## config.mk

```make
export PLATFORM = sky130hd
export DESIGN_NAME = dmem_arbiter
export DESIGN_NICKNAME = d
export VERILOG_FILES = /design/src/rtl/dmem_arbiter.sv
export SDC_FILE = /design/constraint.sdc
export NUM_CORES = 1
export LEC_CHECK = 0
export CELL_PAD_IN_SITES_DETAIL_PLACEMENT = 1
export CELL_PAD_IN_SITES_GLOBAL_PLACEMENT = 1
export CORE_AREA = 5 5 229 231
export CTS_BUF_LIST = sky130_fd_sc_hd__clkbuf_4
export CTS_CLUSTER_DIAMETER = 200
export DETAILED_ROUTE_END_ITERATION = 7
export DIE_AREA = 0 0 234 236
export GPL_TIMING_DRIVEN = 0
export PLACE_DENSITY_LB_ADDON = 0.1
export SYNTH_ARGS = -nofsm -noshare
export SYNTH_HDL_FRONTEND = slang
export SYNTH_SLANG_ARGS = --single-unit
```

## constraint.sdc

```tcl
create_clock -name clk -period 6.4 [get_ports clk]
set_input_delay 0.96 -clock clk [delete_from_list [all_inputs] [get_ports clk]]
set_output_delay 0.96 -clock clk [all_outputs]
set_load 0.02 [all_outputs]
```

## src/rtl/dmem_arbiter.sv

```systemverilog
// rtl/dmem_arbiter.sv - two-port (core/debug) arbiter in front of the single data memory
// Optional build macro DMEM_ARB_RR_EN: round-robin tie-break; fixed core priority otherwise.
module dmem_arbiter #(
    parameter int ADDR_W = 64,
    parameter int DATA_W = 64
) (
    input  logic              clk,
    input  logic              reset,

    input  logic              core_req_valid,
    output logic              core_req_ready,
    input  logic              core_we,
    input  logic [ADDR_W-1:0] core_addr,
    input  logic [DATA_W-1:0] core_wdata,
    input  logic [2:0]        core_func3,
    output logic              core_resp_valid,
    output logic [DATA_W-1:0] core_rdata,

    input  logic              dbg_req_valid,
    output logic              dbg_req_ready,
    input  logic              dbg_we,
    input  logic [ADDR_W-1:0] dbg_addr,
    input  logic [DATA_W-1:0] dbg_wdata,
    input  logic [2:0]        dbg_func3,
    output logic              dbg_resp_valid,
    output logic [DATA_W-1:0] dbg_rdata,

    output logic              mem_we,
    output logic              mem_re,
    output logic [ADDR_W-1:0] mem_addr,
    output logic [DATA_W-1:0] mem_data,
    output logic [2:0]        mem_func3,
    input  logic [DATA_W-1:0] mem_out_data
);

    typedef enum logic [1:0] {
        IDLE   = 2'd0,
        ACCESS = 2'd1,
        RESP   = 2'd2
    } state_t;

    state_t              state_q, state_d;
    logic                we_q, we_d;
    logic [ADDR_W-1:0]   addr_q, addr_d;
    logic [DATA_W-1:0]   wdata_q, wdata_d;
    logic [2:0]          func3_q, func3_d;
    logic                owner_q, owner_d;
    logic                last_grant_q, last_grant_d;
    logic                mem_we_q, mem_we_d;
    logic                mem_re_q, mem_re_d;
    logic                core_resp_q, core_resp_d;
    logic                dbg_resp_q, dbg_resp_d;

    logic                core_wins_tie;
    logic                core_grant;
    logic                dbg_grant;

`ifdef DMEM_ARB_RR_EN
    // last_grant = 1 means dbg was served last, so the core takes the tie
    assign core_wins_tie = last_grant_q;
`else
    // Fixed priority; last_grant is tracked but never decides a tie
    assign core_wins_tie = last_grant_q | 1'b1;
`endif

    assign core_grant     = core_req_valid && (!dbg_req_valid || core_wins_tie);
    assign dbg_grant      = dbg_req_valid && !core_grant;
    assign core_req_ready = (state_q == IDLE) && core_grant;
    assign dbg_req_ready  = (state_q == IDLE) && dbg_grant;

    always_comb begin
        state_d      = state_q;
        we_d         = we_q;
        addr_d       = addr_q;
        wdata_d      = wdata_q;
        func3_d      = func3_q;
        owner_d      = owner_q;
        last_grant_d = last_grant_q;
        mem_we_d     = 1'b0;
        mem_re_d     = 1'b0;
        core_resp_d  = 1'b0;
        dbg_resp_d   = 1'b0;
        unique case (state_q)
            IDLE: begin
                if (core_grant || dbg_grant) begin
                    we_d         = dbg_grant ? dbg_we    : core_we;
                    addr_d       = dbg_grant ? dbg_addr  : core_addr;
                    wdata_d      = dbg_grant ? dbg_wdata : core_wdata;
                    func3_d      = dbg_grant ? dbg_func3 : core_func3;
                    owner_d      = dbg_grant;
                    last_grant_d = dbg_grant;
                    // Strobes are registered so they are high exactly in ACCESS
                    mem_we_d     = dbg_grant ? dbg_we : core_we;
                    mem_re_d     = dbg_grant ? !dbg_we : !core_we;
                    state_d      = ACCESS;
                end
            end
            ACCESS: begin
                core_resp_d = !owner_q;
                dbg_resp_d  = owner_q;
                state_d     = RESP;
            end
            RESP: begin
                state_d = IDLE;
            end
            default: begin
                state_d = IDLE;
            end
        endcase
    end

    always_ff @(posedge clk or posedge reset) begin
        if (reset) begin
            state_q      <= IDLE;
            we_q         <= 1'b0;
            addr_q       <= '0;
            wdata_q      <= '0;
            func3_q      <= '0;
            owner_q      <= 1'b0;
            last_grant_q <= 1'b1;
            mem_we_q     <= 1'b0;
            mem_re_q     <= 1'b0;
            core_resp_q  <= 1'b0;
            dbg_resp_q   <= 1'b0;
        end else begin
            state_q      <= state_d;
            we_q         <= we_d;
            addr_q       <= addr_d;
            wdata_q      <= wdata_d;
            func3_q      <= func3_d;
            owner_q      <= owner_d;
            last_grant_q <= last_grant_d;
            mem_we_q     <= mem_we_d;
            mem_re_q     <= mem_re_d;
            core_resp_q  <= core_resp_d;
            dbg_resp_q   <= dbg_resp_d;
        end
    end

    assign mem_we    = mem_we_q;
    assign mem_re    = mem_re_q;
    assign mem_addr  = addr_q;
    assign mem_data  = wdata_q;
    assign mem_func3 = func3_q;

    // Memory read data only becomes valid in RESP, so it is steered, not captured
    assign core_resp_valid = core_resp_q;
    assign dbg_resp_valid  = dbg_resp_q;
    assign core_rdata      = (core_resp_q && !we_q) ? mem_out_data : '0;
    assign dbg_rdata       = (dbg_resp_q && !we_q) ? mem_out_data : '0;

endmodule

```

==> results of run 1 <==
[power by group through the flow]
| stage | combinational, W | sequential, W | clock, W |
|---|---|---|---|
| after floorplan | 0.00134 | 0.00211 | 0 |
| after global placement | 0.00367 | 0.00158 | 0 |
| after detailed placement | 0.00368 | 0.00158 | 0 |
| after CTS | 0.00368 | 0.00158 | 0.000719 |
| after global routing | 0.00380 | 0.00164 | 0.000743 |
| final | 0.00359 | 0.00157 | 0.000668 |
[metal layers]
metal	share of wire [%]	track usage, %
met1	32	13.4
met2	54	27.4
met3	13	8.45
met4	1.6	4.40
met5	0.39	0
[sequential cells by signal (all words and copies together) (netlist names)]
register / flops
mem_addr: 64
mem_data: 64
mem_func3: 3
state_q: 2
core_resp_valid: 1
dbg_resp_valid: 1
mem_re: 1
mem_we: 1
owner_q: 1
we_q: 1
[critical path, delay by kind of cell, from the launching register on]
kind | cells | cell delay, ns
buf+inv | 3 | 1.58
flops | 1 | 0.44
simple gates | 2 | 0.32
[worst paths after layout]
kind,startpoint,end,slack [ns],depth (start not counted)
min,owner_q$_DFFE_PP0P_,core_resp_valid$_DFF_PP0_,0.46,1
min reg2reg,owner_q$_DFFE_PP0P_,core_resp_valid$_DFF_PP0_,0.46,1
min in group asynchronous,reset,mem_addr[56]$_DFFE_PP0P_,0.73,2
max reg2reg,state_q[0]$_DFFE_PP0P_,mem_data[30]$_DFFE_PP0P_,4.41,6
max,we_q$_DFFE_PP0P_,core_rdata[7],2.48,5
max in group asynchronous,reset,mem_addr[37]$_DFFE_PP0P_,4.85,3
[area by class of cell]
type,count,area [um^2]
clock buffer,18,135
buffer,44,283
timing repair buffer,597,5990
sequential,139,3480
clock inverter,13,174
multi-input combinational,406,4350
antenna,8,20.0
fill,5545,34600
inverter,2,15.0
tap,672,841
[cells by family after synthesis]
family	Yosys count
buffers and inverters	46
AOI/OAI and AO/OA	2
muxes	264
DFF	139
and+or+nand+nor	140
[per-stage QoR]
stage	util [%]	area [um^2]	setup WS, ns	TNS (ns)	std cells
after floorplan	-	8120	1.72	0	591
after global placement	29.9	14900	-1.17	-159.61	1859
after detailed placement	30.0	15000	2.43	0	1860
after CTS	30.6	15300	2.18	0	1891
after global routing	30.6	15300	2.18	0	1897
final	30.7	15300	2.48	0	1899
[Yosys cell counts]
cell type	instances
nand2b_1	1
clkbuf_1	14
buf_2	16
nor3_1	1
dfrtp_1	139
o21a_1	1
mux2_2	130
mux2_4	132
buf_4	2
a21oi_1	1
nor2_1	2
nor2b_1	5
buf_6	12
and2_1	131
mux2i_1	2
inv_1	2
==> impl_metrics.tcl, run 1 <==
set metrics [dict create \
    period_share_pct 61.2 \
    numCtsBuffers 17 \
    hp-class "flop to flop" \
    power_switching_w 0.00227 \
    syn_nets 923 \
    finalSetupViolCount 0 \
    holdWs_ns 0.455 \
    die_area_mm2 0.0552 \
    drc 0 \
    synth_cell_type_count 16 \
    intPower_w 0.00356 \
    critPathSlowestCell "clkdlybuf4s50_1" \
    track_usage_pct 14.7 \
    crit_fanout 10 \
    status "completed" \
    arrival_ns 2.96 \
    grt_max_degree 90 \
    critPathKind "flop to output pin" \
    final_layout_size_suffix_gt1_share_pct 26.5 \
    io_pins 597 \
    timing.slew.headroom_pct 63.9 \
    drtAntennaViolNets 0 \
    synth_compound_area_share_pct 0.154 \
    cts_hold_buffers 0 \
    clock_latency_ns 0.62 \
    synth_top_area_share_pct 42.9 \
    cp-end-kind "output pin" \
    portBuffers 596 \
    start_util_pct 16.3 \
    grt_pass1_wl_um 58300 \
    cp.required_ns 5.44 \
    peakVddDrop_mv 0.144 \
    rsz0062_at_grt "false" \
    synth_adder_area_share_pct 0 \
    dp.final_hpwl_um 35900 \
    report.final.slew_viol_count 0 \
    floorplan.rows 82 \
    viasPerCell 3.70 \
    drtPass1Iterations 4 \
    period_needed_ns 3.92 \
    max-cap-violations 0 \
    cts_tree "yes" \
    wirelength_um 41900 \
    h-tree-depth 4 \
    die-width_um 234 \
    syn-cell-area_mm2 0.00812 \
    clockBufferDepth 2 \
    combPwrFrac_pct 61.6 \
    fmax_mhz 255 \
    seq_power_share_pct 27.0 \
    p_sw_share_pct 38.9 \
    root_buffer "clkbuf_4" \
    antenna_found_initial 20 \
    synth_xor_area_share_pct 0 \
    yosysWarnings 0 \
    p_leak_nw 6.30 \
    p_total_w 0.00583 \
    nNetsFinal 1539 \
    cts.clk_slew.worst_paths_ns 0.12 \
    finalClockSkew_ns 0.0276 \
    layout_commonest_cell "clkdlybuf4s50_1" \
    areaGrowthSynthToFinish_pct 88.3 \
    first_global_vias 8000 \
    die_y_um 236 \
    ys_seq_elements 139 \
    power-per-cell-area_mw_per_mm2 381 \
    post_drt_wl_per_cell_um 22.1 \
    path_common_cell "clkbuf_1" \
    drt_iter0_drc 110 \
    core_area_mm2 0.0499 \
    cts_resized 0 \
    vias 7035 \
    seq_area_frac_synth_pct 42.9 \
    hold_viol_final 0 \
    slowest_delay_ns 0.74 \
    yosys.area.top_type "dfrtp_1" \
    avgSynthCellArea_um2 13.7 \
    synth_top_family_by_area "multiplexers" \
    ys_top_cells_by_area "dfrtp_1 (43%), mux2_4 (24%), mux2_2 (18%)" \
    final_cell_mix "clkdlybuf4s50_1 (596), dfrtp_1 (139), mux2_4 (132), and2_1 (131), mux2_2 (130)" \
    routabilityCongestion 0.759 \
    pwr-share-clk_pct 11.5 \
    cts_setup_buffers 0 \
    netlist_instances 591 \
    tightest_slew_ns 0.542 \
    synth_mux_area_share_pct 42.7 \
    crit_path_start_kind "flop" \
    clock_sinks 139 \
    grt-ovfl-total 0 \
    yosys.area_share.simple_pct 10.7 \
    path_cells "nor2b_1 -> clkbuf_1 -> clkbuf_1 -> and2_1 -> clkdlybuf4s50_1" \
]
(Power assumes the default switching activity.)
==> run 2, diff against run 1 <==
--- a/config.mk
+++ b/config.mk
@@ -7,11 +7,11 @@
 export LEC_CHECK = 0
 export CELL_PAD_IN_SITES_DETAIL_PLACEMENT = 1
 export CELL_PAD_IN_SITES_GLOBAL_PLACEMENT = 1
-export CORE_AREA = 5 5 229 231
+export CORE_AREA = 5 5 230 232
 export CTS_BUF_LIST = sky130_fd_sc_hd__clkbuf_4
 export CTS_CLUSTER_DIAMETER = 200
 export DETAILED_ROUTE_END_ITERATION = 7
-export DIE_AREA = 0 0 234 236
+export DIE_AREA = 0 0 235 237
 export GPL_TIMING_DRIVEN = 0
 export PLACE_DENSITY_LB_ADDON = 0.1
 export SYNTH_ARGS = -nofsm -noshare
==> constraint.sdc (replaced) <==
create_clock -name clk -period 4.07 [get_ports clk]
set_input_delay 0.6105 -clock clk [delete_from_list [all_inputs] [get_ports clk]]
set_output_delay 0.6105 -clock clk [all_outputs]
set_load 0.02 [all_outputs]
==> run 2 against run 1 <==
Effect of this change: die area rose by 0.85%; largest cell class unchanged; critical endpoint is now dbg_rdata[34]; highest routed layer unchanged; total power rose by 56%; via count rose by 0.75%; clock skew fell by 0.0058 ns; combinational power rose by 57%.
==> impl_metrics.tcl, run 2 (synthesis results as in run 1) <==
set metrics [dict create \
    nNetsFinal 1542 \
    fmax_mhz 295 \
    crit_buf_inv 3 \
    path_common_cell "clkbuf_1" \
    p_leak_nw 6.30 \
    root_buffer "clkbuf_4" \
    floorplan.rows 83 \
    timing.rr.end "mem_data[30]$_DFFE_PP0P_" \
    numCtsBuffers 17 \
    period_needed_ns 3.39 \
    clockBufferDepth 2 \
    track_usage_pct 14.3 \
    peakVddDrop_mv 0.199 \
    critPathKind "flop to output pin" \
    cts_tree "yes" \
    start_util_pct 16.0 \
    ff2ff_path_depth 6 \
    slowest_delay_ns 0.61 \
    post_drt_wl_per_cell_um 21.4 \
    reg2reg_slack_ns 2.08 \
    status "completed" \
    routabilityCongestion 0.796 \
    critPathSlowestCell "clkdlybuf4s50_1" \
    power-per-cell-area_mw_per_mm2 594 \
    drc 0 \
    core_area_mm2 0.0508 \
    finalClockSkew_ns 0.0218 \
    layout_commonest_cell "clkdlybuf4s50_1" \
    path_cells "nor2b_1 -> clkbuf_1 -> clkbuf_1 -> and2_1 -> clkdlybuf4s50_1" \
    fin_setup_tns_ns 0 \
    tightest_slew_ns 0.607 \
    timing.slew.headroom_pct 59.4 \
    dp.final_hpwl_um 34900 \
    period_share_pct 83.4 \
    portBuffers 596 \
    max-cap-violations 0 \
    drtPass1Iterations 4 \
    final_layout_size_suffix_gt1_share_pct 26.8 \
    clock_sinks 139 \
    cts_setup_buffers 0 \
    worstReg2RegStart "state_q[0]$_DFFE_PP0P_" \
    drtAntennaViolNets 0 \
    cts_hold_buffers 0 \
    vias 7088 \
    finalSetupViolCount 0 \
    rsz0062_at_grt "false" \
    report.final.slew_viol_count 0 \
    h-tree-depth 4 \
    drt_iter0_drc 169 \
    final_core_util_pct 30.2 \
    first_global_vias 8140 \
    wirelength_um 40800 \
    die_y_um 237 \
    cp.required_ns 3.46 \
    cp-end-kind "output pin" \
    grt_max_degree 37 \
    critPathTopFamily "buffers and inverters" \
    holdWs_ns 0.400 \
    final_cell_mix "clkdlybuf4s50_1 (596), dfrtp_1 (139), mux2_4 (132), and2_1 (131), mux2_2 (130)" \
    hp-class "input pin to async pin" \
    viasPerCell 3.71 \
    critPathLaunch "we_q$_DFFE_PP0P_" \
    crit_path_start_kind "flop" \
    dpl-instance-area_mm2 0.0150 \
    cts.clk_slew.worst_paths_ns 0.13 \
    grt_pass1_wl_um 58300 \
    crit_fanout 10 \
    cts_resized 0 \
    antenna_found_initial 17 \
    clock_latency_ns 0.63 \
    die-width_um 235 \
    arrival_ns 2.78 \
    die_area_mm2 0.0557 \
    grt-ovfl-total 0 \
    hold_viol_final 0 \
    stdcell_area_mm2 0.0153 \
    areaGrowthSynthToFinish_pct 89.1 \
    io_pins 597 \
]
==> run 2: cell count changes in the layout (fill, tap and decap cells not counted), sizes merged <==
cell / delta
clkinvlp: +6
buf: +3
clkinv: -2
bufinv: -1
clkbuf: -1
inv: -1
==> run 2: worst max-delay path by stage <==
stage,end,slack [ns],cells past startpoint
CTS,dbg_rdata[39],0.45,5
global placement,mem_data[13]$_DFFE_PP0P_,-0.05,2
finish,dbg_rdata[34],0.68,5
floorplan,core_resp_valid$_DFF_PP0_,1.72,1
global route,dbg_rdata[39],0.36,5
detailed placement,dbg_req_ready,0.85,6
==> run 2: stage by stage <==
stage                     power [W]  std cells  setup WS, ns
after floorplan             0.00541        591          1.72
after CTS                   0.00935       1903         0.446
after global routing        0.00964       1910         0.358
after global placement      0.00823       1867       -0.0496
final                       0.00911       1911         0.675
after detailed placement    0.00826       1871         0.852
==> run 2: area by class of cell <==
cell class / instances / area [um^2]
Clock inverter: 15 / 173
Timing Repair Buffer: 600 / 6050
Fill cell: 5595 / 35400
Antenna cell: 8 / 20.0
Tap cell: 680 / 851
Sequential cell: 139 / 3480
Multi-Input combinational cell: 406 / 4350
Inverter: 2 / 11.3
Buffer: 44 / 283
Clock buffer: 17 / 128
==> run 2: per-layer routing <==
| metal | up-vias | track usage (%) | share of wire, % |
|---|---|---|---|
| met5 | - | 0 | 0.23 |
| met4 | 16 | 5.03 | 2.0 |
| met3 | 43 | 7.87 | 11 |
| met2 | 347 | 26.5 | 54 |
| met1 | 3399 | 13.1 | 32 |
| li1 | 3283 | - | - |
==> run 2: report_power, final <==
| part | internal (W) | switching [W] | leakage, nW |
|---|---|---|---|
| combinational | 0.00303 | 0.00261 | 4.52 |
| sequential | 0.00209 | 0.000378 | 1.63 |
| clock | 0.000423 | 0.000590 | 0.148 |
==> run 3, diff against run 2 <==
--- a/config.mk
+++ b/config.mk
@@ -7,11 +7,11 @@
 export LEC_CHECK = 0
 export CELL_PAD_IN_SITES_DETAIL_PLACEMENT = 1
 export CELL_PAD_IN_SITES_GLOBAL_PLACEMENT = 1
-export CORE_AREA = 5 5 230 232
+export CORE_AREA = 5 5 231 233
 export CTS_BUF_LIST = sky130_fd_sc_hd__clkbuf_4
 export CTS_CLUSTER_DIAMETER = 200
 export DETAILED_ROUTE_END_ITERATION = 7
-export DIE_AREA = 0 0 235 237
+export DIE_AREA = 0 0 236 238
 export GPL_TIMING_DRIVEN = 0
 export PLACE_DENSITY_LB_ADDON = 0.1
 export SYNTH_ARGS = -nofsm -noshare
==> constraint.sdc (replaced) <==
create_clock -name clk -period 2.9 [get_ports clk]
set_input_delay 0.435 -clock clk [delete_from_list [all_inputs] [get_ports clk]]
set_output_delay 0.435 -clock clk [all_outputs]
set_load 0.02 [all_outputs]
==> run 3 against run 2 <==
Effect of this change: combinational power rose by 38%; design area fell by 0.86%; setup slack got worse by 0.43 ns; hold slack got worse by 0.17 ns.
==> impl_metrics.tcl, run 3 (synthesis results as in run 1) <==
set metrics [dict create \
    status "completed" \
    nNetsFinal 1542 \
    viasPerCell 3.72 \
    finalClockSkew_ns 0.0209 \
    first_global_vias 8068 \
    finalSetupViolCount 0 \
    drtAntennaViolNets 0 \
    p_leak_nw 6.91 \
    post_drt_wl_per_cell_um 21.3 \
    period_needed_ns 2.65 \
    final_core_util_pct 29.8 \
    cts_setup_buffers 0 \
    crit_path_start_kind "flop" \
    arrival_ns 2.22 \
    areaGrowthSynthToFinish_pct 87.4 \
    die_area_mm2 0.0562 \
    antenna_found_initial 16 \
    final_layout_size_suffix_gt1_share_pct 28.0 \
    clock_sinks 139 \
    crit_fanout 10 \
    cts_tree "yes" \
    hold_viol_final 0 \
    portBuffers 596 \
    grt_pass1_wl_um 57900 \
    hp-class "input pin to async pin" \
    io_pins 597 \
    grt-ovfl-total 0 \
    vias 7098 \
    drt_iter0_drc 161 \
    critPathTopFamily "buffers and inverters" \
    root_buffer "clkbuf_4" \
    start_util_pct 15.9 \
    floorplan.rows 83 \
    drc 0 \
    final_cell_mix "clkdlybuf4s50_1 (475), dfrtp_1 (139), mux2_4 (132), and2_1 (131), mux2_2 (130)" \
    fmax_mhz 377 \
    clockBufferDepth 2 \
    track_usage_pct 14.1 \
    stdcell_area_mm2 0.0152 \
    core_area_mm2 0.0510 \
    path_cells "nor2b_1 -> clkbuf_4 -> and2_1 -> clkdlybuf4s50_1" \
    period_share_pct 91.4 \
    drtPass1Iterations 4 \
    grt_max_degree 35 \
    die-width_um 236 \
    wirelength_um 40600 \
    numCtsBuffers 17 \
    crit_buf_inv 2 \
    critPathSlowestCell "clkdlybuf4s50_1" \
    dpl-instance-area_mm2 0.0150 \
    report.final.slew_viol_count 0 \
    tightest_slew_ns 0.614 \
    dp.final_hpwl_um 34600 \
    timing.slew.headroom_pct 59.0 \
    h-tree-depth 4 \
    cts.clk_slew.worst_paths_ns 0.14 \
    cp.required_ns 2.47 \
    peakVddDrop_mv 0.291 \
    critPathKind "flop to output pin" \
    max-cap-violations 0 \
    power-per-cell-area_mw_per_mm2 832 \
    rsz0062_at_grt "false" \
    layout_commonest_cell "clkdlybuf4s50_1" \
    cts_hold_buffers 0 \
    cts_resized 141 \
    die_y_um 238 \
    clock_latency_ns 0.61 \
    slowest_delay_ns 0.71 \
    fillerInstances 5660 \
    cp-end-kind "output pin" \
    routabilityCongestion 0.803 \
]
## run 3: area by class of cell
cell class | instances | area (um^2) | area share (%)
sequential | 139 | 3480 | 22.9
inverter | 2 | 11.3 | 0.0740
clock inverter | 11 | 144 | 0.946
tap | 680 | 851 | 5.59
timing repair buffer | 600 | 5890 | 38.7
clock buffer | 21 | 158 | 1.04
buffer | 44 | 315 | 2.07
antenna | 5 | 12.5 | 0.0823
multi-input combinational | 406 | 4350 | 28.6
## run 3: final timing paths
kind	to	cells past startpoint	start	slack, ns
max in group asynchronous	core_resp_valid$_DFF_PP0_	6	reset	1.34
hold reg to reg	core_resp_valid$_DFF_PP0_	1	owner_q$_DFFE_PP0P_	0.49
hold / removal	mem_data[59]$_DFFE_PP0P_	2	reset	0.23
setup reg to reg	mem_data[34]$_DFFE_PP0P_	6	state_q[0]$_DFFE_PP0P_	0.90
min in group clk	owner_q$_DFFE_PP0P_	3	dbg_req_valid	0.48
setup / recovery	dbg_rdata[1]	4	we_q$_DFFE_PP0P_	0.25
## run 3: through the flow
| step | TNS [ns] | cells | hold slack [ns] | power, W | setup WS, ns |
|---|---|---|---|---|---|
| 5_1_grt | 0 | 1907 | 0.181 | 0.0135 | 0.0759 |
| 3_3_place_gp | -140.73 | 1867 | 0.462 | 0.0116 | -1.05 |
| 6_report | 0 | 1908 | 0.228 | 0.0127 | 0.249 |
| 3_5_place_dp | 0 | 1871 | 0.468 | 0.0116 | 0.00299 |
| 2_1_floorplan | 0 | 591 | 0.417 | 0.00760 | 0.730 |
| 4_1_cts | 0 | 1903 | 0.130 | 0.0130 | 0.0848 |
## run 3: layer usage
metal  track usage [%]  share of wire (%)  up-vias
met5                 0               0.29        -
met4              4.75                2.3       18
met3              7.87                 11       55
met2              25.3                 52      365
met1              13.6                 34     3381
li1                  -                  -     3279
## run 3: report_power, final
| group | internal, W | switching (W) | total, W |
|---|---|---|---|
| Clock | 0.000633 | 0.000808 | 0.00144 |
| Combinational | 0.00411 | 0.00364 | 0.00775 |
| Sequential | 0.00293 | 0.000539 | 0.00347 |
| Total | 0.00767 | 0.00499 | 0.0127 |
